==> config.mk <==
export PLATFORM = sky130hd
export DESIGN_NAME = usb_cmd_bridge
export DESIGN_NICKNAME = d
export VERILOG_FILES = /design/src/rtl/usb_cmd_bridge.sv
export SDC_FILE = /design/constraint.sdc
export NUM_CORES = 1
export LEC_CHECK = 0
export BUFFER_PORTS_ARGS = -buffer_cell sky130_fd_sc_hd__buf_2
export CAP_MARGIN = 25
export CORE_ASPECT_RATIO = 1.75
export CORE_UTILIZATION = 57
export DETAILED_ROUTE_END_ITERATION = 10
export GPL_TIMING_DRIVEN = 0
export PLACE_DENSITY = 0.86
export SYNTH_ARGS = -nofsm -noshare
export SYNTH_HDL_FRONTEND = slang
export SYNTH_SLANG_ARGS = --single-unit
export TNS_END_PERCENT = 20
==> constraint.sdc <==
create_clock -name clk -period 5.2 [get_ports clk]
set_input_delay 0.52 -clock clk [delete_from_list [all_inputs] [get_ports clk]]
set_output_delay 0.52 -clock clk [all_outputs]
set_load 0.01 [all_outputs]
==> src/rtl/usb_cmd_bridge.sv <==
// FX2 command-packet bridge: parses 16-bit OUT-endpoint words into picorv32-style
// memory accesses and streams a header/data/status response on the IN path.
module usb_cmd_bridge #(
  parameter int unsigned ADDR_INC = 4
) (
  input  logic        clk,
  input  logic        reset_n,
  input  logic [15:0] rx_data,
  input  logic        rx_valid,
  output logic        rx_ready,
  output logic [15:0] tx_data,
  output logic        tx_valid,
  input  logic        tx_ready,
  output logic        tx_last,
  output logic        mem_valid,
  input  logic        mem_ready,
  output logic [31:0] mem_addr,
  output logic [31:0] mem_wdata,
  output logic [3:0]  mem_wstrb,
  input  logic [31:0] mem_rdata
);

  typedef enum logic [3:0] {
    IDLE, LEN, ALO, AHI, WLO, WHI, MWR, MRD, RLO, RHI, DRAIN, RSP_HDR, RSP_STAT
  } state_t;

  localparam logic [31:0] INC = 32'(ADDR_INC);

  state_t      r_state;
  logic [7:0]  r_op;
  logic [15:0] r_cnt;
  logic [31:0] r_addr;
  logic [15:0] r_status;
  logic [31:0] r_wdata;
  logic [15:0] r_rhi;
  logic        r_half;
  logic [15:0] r_tx_data;
  logic        r_tx_valid;
  logic        r_tx_last;
  logic        r_mem_valid;
  logic [3:0]  r_mem_wstrb;

  logic        w_rx_state;
  logic        w_rx_fire;
  logic        w_tx_fire;
  logic        w_op_ok;
  logic [15:0] w_status;
  logic [15:0] w_hdr;

  always_comb begin
    w_rx_state = 1'b0;
    case (r_state)
      IDLE, LEN, ALO, AHI, WLO, WHI, DRAIN: w_rx_state = 1'b1;
      default:                             w_rx_state = 1'b0;
    endcase
  end

  // Gated by reset_n so the port reads 0 while reset is held.
  assign rx_ready  = reset_n & w_rx_state;
  assign w_rx_fire = rx_valid & rx_ready;
  assign w_tx_fire = r_tx_valid & tx_ready;
  assign w_op_ok   = (r_op == 8'h01) || (r_op == 8'h02);
  assign w_hdr     = w_op_ok ? {8'h5A, r_op} : 16'h5AFF;

  // r_cnt still holds LEN and r_addr[1:0] comes from ADDR_LO while in AHI.
  always_comb begin
    w_status = 16'h0000;
    if (!w_op_ok)                  w_status = 16'h0001;
    else if (r_cnt == 16'd0)       w_status = 16'h0003;
    else if (r_addr[1:0] != 2'b00) w_status = 16'h0002;
  end

  always_ff @(posedge clk or negedge reset_n) begin
    if (!reset_n) begin
      r_state     <= IDLE;
      r_op        <= '0;
      r_cnt       <= '0;
      r_addr      <= '0;
      r_status    <= '0;
      r_wdata     <= '0;
      r_rhi       <= '0;
      r_half      <= 1'b0;
      r_tx_data   <= '0;
      r_tx_valid  <= 1'b0;
      r_tx_last   <= 1'b0;
      r_mem_valid <= 1'b0;
      r_mem_wstrb <= '0;
    end else begin
      case (r_state)
        IDLE: if (w_rx_fire && rx_data[15:8] == 8'hA5) begin
          r_op    <= rx_data[7:0];
          r_state <= LEN;
        end
        LEN: if (w_rx_fire) begin
          r_cnt   <= rx_data;
          r_state <= ALO;
        end
        ALO: if (w_rx_fire) begin
          r_addr[15:0] <= rx_data;
          r_state      <= AHI;
        end
        AHI: if (w_rx_fire) begin
          r_addr[31:16] <= rx_data;
          r_status      <= w_status;
          r_half        <= 1'b0;
          if (w_status == 16'h0000 && r_op == 8'h01) begin
            r_state <= WLO;
          end else if (r_op == 8'h01 && r_cnt != 16'd0) begin
            r_state <= DRAIN;
          end else begin
            r_tx_valid <= 1'b1;
            r_tx_data  <= w_hdr;
            r_state    <= RSP_HDR;
          end
        end
        WLO: if (w_rx_fire) begin
          r_wdata[15:0] <= rx_data;
          r_state       <= WHI;
        end
        WHI: if (w_rx_fire) begin
          r_wdata[31:16] <= rx_data;
          r_mem_valid    <= 1'b1;
          r_mem_wstrb    <= 4'hF;
          r_state        <= MWR;
        end
        MWR: if (mem_ready) begin
          r_mem_valid <= 1'b0;
          r_mem_wstrb <= 4'h0;
          r_addr      <= r_addr + INC;
          r_cnt       <= r_cnt - 16'd1;
          if (r_cnt == 16'd1) begin
            r_tx_valid <= 1'b1;
            r_tx_data  <= w_hdr;
            r_state    <= RSP_HDR;
          end else begin
            r_state <= WLO;
          end
        end
        DRAIN: if (w_rx_fire) begin
          r_half <= ~r_half;
          if (r_half) begin
            r_cnt <= r_cnt - 16'd1;
            if (r_cnt == 16'd1) begin
              r_tx_valid <= 1'b1;
              r_tx_data  <= w_hdr;
              r_state    <= RSP_HDR;
            end
          end
        end
        RSP_HDR: if (w_tx_fire) begin
          if (r_status == 16'h0000 && r_op == 8'h02) begin
            r_tx_valid  <= 1'b0;
            r_mem_valid <= 1'b1;
            r_mem_wstrb <= 4'h0;
            r_state     <= MRD;
          end else begin
            r_tx_data <= r_status;
            r_tx_last <= 1'b1;
            r_state   <= RSP_STAT;
          end
        end
        MRD: if (mem_ready) begin
          r_mem_valid <= 1'b0;
          r_rhi       <= mem_rdata[31:16];
          r_tx_data   <= mem_rdata[15:0];
          r_tx_valid  <= 1'b1;
          r_addr      <= r_addr + INC;
          r_state     <= RLO;
        end
        RLO: if (w_tx_fire) begin
          r_tx_data <= r_rhi;
          r_state   <= RHI;
        end
        RHI: if (w_tx_fire) begin
          r_cnt <= r_cnt - 16'd1;
          if (r_cnt == 16'd1) begin
            r_tx_data <= r_status;
            r_tx_last <= 1'b1;
            r_state   <= RSP_STAT;
          end else begin
            r_tx_valid  <= 1'b0;
            r_mem_valid <= 1'b1;
            r_state     <= MRD;
          end
        end
        RSP_STAT: if (w_tx_fire) begin
          r_tx_valid <= 1'b0;
          r_tx_last  <= 1'b0;
          r_state    <= IDLE;
        end
        default: r_state <= IDLE;
      endcase
    end
  end

  assign tx_data   = r_tx_data;
  assign tx_valid  = r_tx_valid;
  assign tx_last   = r_tx_last;
  assign mem_valid = r_mem_valid;
  assign mem_addr  = r_addr;
  assign mem_wdata = r_wdata;
  assign mem_wstrb = r_mem_wstrb;

endmodule

==> metrics, run 1 <==
status finished, final reports clean; Placed Area 7920 µm²; worst hold slack 0.0698 ns; Area growth, synth to finish 22.3%; PnR worst setup slack 2.31 ns; grt ovf 0; Post-Route Skew 0.00989 ns; Comb pwr share 41.6%; Routed Antenna Nets 0; initial drt markers 633; worst-case vdd ir drop 0.344 mV; clock root buffer master clkbuf_16; non-filler cells, final 1035; dominant cells by area after synthesis dfrtp_1 47%, mux2_1 8.1%, a21oi_1 4.7%, nand2_1 3.0%, nor2_1 2.6%; via density per instance 6.42; Critical Path AT 3.20 ns; post-DR wirelength/cell 20.3 µm; CTS max path bufs 2; CP Capture Type flip-flop; max-slew violation count 0; # clock sinks 131; Setup violations, final 0; Seq pwr share 34.6%; Clock Power Share 23.8%; worst slack at placement 2.01 ns; Worst R2R Path Depth 8; most common cell after layout, fill and taps aside buf_2; Final period util 55.6%; number of global-route vias before repair 6379; share of the synthesized area in the top cell type 47.0%; placed wire-length estimate 15.0 mm; Post-synth EDFFs 0; final core utilization 71.1%; initial core utilization 58.1%; NumNets Final 914; critical-path maximum fanout 10; H-tree depth 4; Mean Syn Cell Area 10.0 µm²; Synth Cell Area 6980 µm²; cts bufs inserted 17; Worst R2R Setup Slack 2.31 ns; ys flop type dfrtp_1; largest area contributor in the netlist dfrtp_1; Post CTS Setup Buffer Count 0; Pwr Total 5.29 mW; total number of vias 6648; sequential area share after synthesis 47.0%; Crit Path Class reg2reg; diode count 0; most frequent cells in the layout 141 x buf_2, 131 x dfrtp_1, 65 x a21oi_1; Lkg Pwr 3.88 nW; Ports 141; max-cap violations 0; Yosys warnings 0; Die Area 12700 µm²; Mapped Cells 698; Die Width 85.6 µm; Final Hold Vio Count 0; Least-Margin Pin Slew 0.769 ns; Internal Power 3.14 mW; pwr dens 620 nW/µm²; gr usage total 33.9%; CP required 5.51 ns; Post-synth ARST share 100%; DRC viols 0; RSZ-0062 raised after global routing false; Rel. slew slack 48.4%; first-pass GRT wire length 32.9 mm; TritonRoute pass-1 iters 7; Switching Fraction 40.6%; area of the core 12000 µm²; gp weighted congestion 0.987; die height 148 µm; Post-Layout Inst Area 8530 µm²; worst skew pair latency 0.43 ns; Psw 2.15 mW; CTS clk-pin slew, worst paths 0.06 ns; CTS Hold Bufs 0; largest net degree at the start of global routing 71; # resized after CTS 0; # port buffers 139; share of cells above drive strength 1 25.4%; crit path time final 2.89 ns; Worst setup SP type flip-flop; f_max 0.346 GHz; final WL 21.0 mm; placed cell count 1003; HP Class in2async; initial antenna violation count 0; syn nets 755; Setup Total Neg Slack 0 ns; Distinct cells, synth 71; # rows 53; CTS tree done; Synth Register Bits 131
-- path summary, 6_finish.rpt --
| kind | from | end |
|---|---|---|
| worst max-delay path | r_cnt[15]$_DFFE_PN0P_ | tx_data[12]$_DFFE_PN0P_ |
| worst min-delay path | reset_n | tx_valid$_DFFE_PN0P_ |
| worst max register to register | r_cnt[15]$_DFFE_PN0P_ | tx_data[12]$_DFFE_PN0P_ |
| worst min register to register | tx_data[5]$_DFFE_PN0P_ | tx_data[5]$_DFFE_PN0P_ |
| max in group asynchronous | reset_n | mem_addr[20]$_DFFE_PN0P_ |
| min in group clk | mem_rdata[26] | r_rhi[10]$_DFFE_PN0P_ |
-- registers in the layout, summed over array words and instances, names as in the netlist, 2 cells and up --
name       flops
r_rhi         16
mem_wdata     32
r_cnt         16
mem_addr      32
r_status       2
r_op           8
tx_data       16
r_state        4
-- Yosys cell counts, types with 11 or more instances --
library cell  number
nand3_1           23
nor3_1            17
o21ai_0           28
o22ai_1           11
o21ai_1           19
nand2_1           56
nand2b_1          11
mux2_2            15
a31oi_1           14
mux2_1            50
clkbuf_1          33
a22oi_1           21
nor2_1            49
dfrtp_1          131
a21oi_1           65
-- logic make-up after synthesis --
family | after synthesis | synth area share (%)
buf+inv | 52 | 3.23
compound gates | 218 | 20.0
flops | 131 | 47.0
fa+ha+maj | 4 | 0.717
mux | 76 | 12.8
simple gates | 217 | 16.3
-- critical path, stage by stage, from the launching register on --
cell and delay (ns):
dfrtp_1 0.40, nor4_1 0.53, nand4_1 0.26, and2_1 0.28
a22oi_1 0.41, and3_4 0.27, buf_6 0.13, buf_6 0.18
mux2_4 0.31
-- layout make-up --
cell class	count	area [µm²]
Multi-Input combinational cell	515	3480
Fill cell	905	3470
Sequential cell	131	3280
Timing Repair Buffer	140	729
Clock buffer	17	425
Tap cell	165	206
Buffer	44	195
Clock inverter	15	194
Inverter	8	30.0
-- layer usage --
layer | GRT usage, % | vias to the layer above | share of wire, %
met5 | 0 | - | 0
met4 | 26.3 | 0 | 7.7
met3 | 6.88 | 119 | 7.2
met2 | 57.0 | 435 | 50
met1 | 37.0 | 3145 | 35
li1 | - | 2949 | -
-- power by group through the flow --
stage / sequential [mW] / combinational (mW) / clock [mW]
finish: 1.83 / 2.20 / 1.26
global route: 1.87 / 2.39 / 1.32
CTS: 1.81 / 2.18 / 1.27
detailed placement: 1.82 / 2.16 / 0
global placement: 1.80 / 2.11 / 0
floorplan: 1.88 / 1.32 / 0
Power figures use the tool's default switching activity.
==> run 2, diff against run 1 <==
CORE_UTILIZATION = 50   (was 57)
PLACE_DENSITY = 0.81   (was 0.86)
clock period = 2.55 ns   (was 5.2 ns; I/O delays follow)
==> metrics, run 2 (synthesized netlist as in run 1, its figures left out) <==
diode count 0; CTS max path bufs 2; worst r2r src r_state[1]$_DFFE_PN0P_; max-slew violation count 0; max-cap violations 0; Worst R2R Path Depth 7; Internal Power 6.60 mW; failing checks hold timing; CP required 2.85 ns; placed cell count 1012; Area growth, synth to finish 26.6%; Routed Antenna Nets 0; H-tree depth 4; final core utilization 65.3%; Worst R2R Setup Slack 0.02 ns; CTS tree done; first-pass GRT wire length 33.9 mm; RSZ-0062 raised after global routing true; Die Width 91.3 µm; crit path buf inv count 3; CTS clk-pin slew, worst paths 0.06 ns; HP Class in2async; Worst setup SP type flip-flop; Psw 4.51 mW; Final period util 99.4%; Critical Path AT 2.83 ns; Seq pwr share 33.8%; most common cell after layout, fill and taps aside buf_2; Die Area 14500 µm²; Clock Power Share 22.8%; Worst path most repeated cell nand2_1; NumNets Final 923; post-DR wirelength/cell 20.8 µm; f_max 0.395 GHz; most frequent cells in the layout 143 x buf_2, 130 x dfrtp_1, 65 x a21oi_1; placed wire-length estimate 15.3 mm; Rel. slew slack 56.0%; Worst path max stage delay 0.41 ns; largest net degree at the start of global routing 99; CP Capture Type flip-flop; Crit Path Class reg2reg; Crit path max-delay family buffers and inverters; Least-Margin Pin Slew 0.659 ns; CTS Hold Bufs 3; critical-path maximum fanout 10; via density per instance 6.43; total number of vias 6774; clock root buffer master clkbuf_16; Lkg Pwr 4.01 nW; Ports 141; Critical path origin r_state[1]$_DFFE_PN0P_; final WL 21.9 mm; worst-case vdd ir drop 0.673 mV; TritonRoute pass-1 iters 5; Comb pwr share 43.4%; Critical Path Stages 7; worst skew pair latency 0.43 ns; worst hold slack -0.122 ns; initial core utilization 51.6%; die height 158 µm; # rows 56; status complete, but fails checks; gr usage total 30.8%; initial antenna violation count 0; # port buffers 139; non-filler cells, final 1053; Post-Route Skew 0.0107 ns; Critical-path top delay cell clkbuf_1; CP Capture Point r_rhi[11]$_DFFE_PN0P_; pwr dens 1260 nW/µm²; number of global-route vias before repair 6609; crit path time final 2.53 ns; CP Cell Sequence clkbuf_2 > clkbuf_1 > nand2_1 > nor2_4 > nand2_1 > buf_2 > mux2_1; initial drt markers 597; gp weighted congestion 1.01; cts bufs inserted 17; # clock sinks 131; area of the core 13500 µm²; DRC viols 0; share of cells above drive strength 1 31.1%; Setup violations, final 0; reg2reg end r_rhi[11]$_DFFE_PN0P_; Final Hold Vio Count 94; grt ovf 0; Switching Fraction 40.6%
[run 2: cell types whose count changed in the layout (fill, tap and decap cells not counted), moves of 3 or more]
cell	previous run	this run
clkbuf_1	33	17
clkinv_4	1	4
clkbuf_2	0	12
buf_12	0	4
inv_6	6	3
nor3_1	17	13
buf_4	3	13
nor3_2	1	4
[run 2: area by class of cell]
class / count / area [µm²]
multi-input cells: 515 / 3610
clock inverters: 14 / 179
well taps: 174 / 218
inverters: 8 / 33.8
clock buffers: 18 / 429
fillers: 1051 / 4690
flip-flops and latches: 131 / 3280
plain buffers: 38 / 191
repair buffers: 155 / 900
[run 2: timing repair]
| action | 4_1_cts | 5_1_grt |
|---|---|---|
| gates resized for setup | 17 | 40 |
| endpoints found under the hold margin | 37 | 94 |
| buffers inserted | 1 | 10 |
| setup endpoints to repair | 88 | 85 |
| gates cloned | 0 | 1 |
| pin swaps | 3 | 2 |
[run 2: worst min path at each step]
stage                                 from                 endpoint  cells after the start
finish                             reset_n   tx_data[4]$_DFFE_PN0P_                      2
global route                       reset_n   tx_data[4]$_DFFE_PN0P_                      2
CTS                                reset_n   tx_data[4]$_DFFE_PN0P_                      2
detailed placement                 reset_n     r_rhi[4]$_DFFE_PN0P_                      1
global placement    tx_data[0]$_DFFE_PN0P_   tx_data[0]$_DFFE_PN0P_                      1
floorplan                          reset_n  mem_addr[0]$_DFFE_PN0P_                      0
[run 2: power groups by stage]
stage          clock [mW]  combinational [mW]  sequential (mW)
2_1_floorplan           0                2.69             3.84
3_3_place_gp            0                4.33             3.68
3_5_place_dp            0                4.42             3.71
4_1_cts              2.55                4.53             3.72
5_1_grt              2.62                5.24             3.85
6_report             2.53                4.83             3.75
[run 2: metal layers]
layer	share of wire, %	track usage [%]	vias up
li1	-	-	2968
met1	35	32.8	3261
met2	52	55.0	450
met3	7.9	6.45	95
met4	5.6	20.1	0
met5	0	0	-
[run 2: metrics by stage]
stage / hold slack, ns / setup TNS (ns) / total power [mW] / area (µm²) / setup WS (ns)
2_1_floorplan: -0.0406 / 0 / 6.53 / 6980 / 0.203
3_3_place_gp: 0.466 / -304.11 / 8.01 / 7890 / -2.66
3_5_place_dp: 0.178 / -33.31 / 8.13 / 7930 / -0.708
4_1_cts: -0.0911 / -0.507 / 10.8 / 8660 / -0.0579
5_1_grt: -0.0679 / -1.11 / 11.7 / 8840 / -0.114
6_report: -0.122 / 0 / 11.1 / 8840 / 0.0158
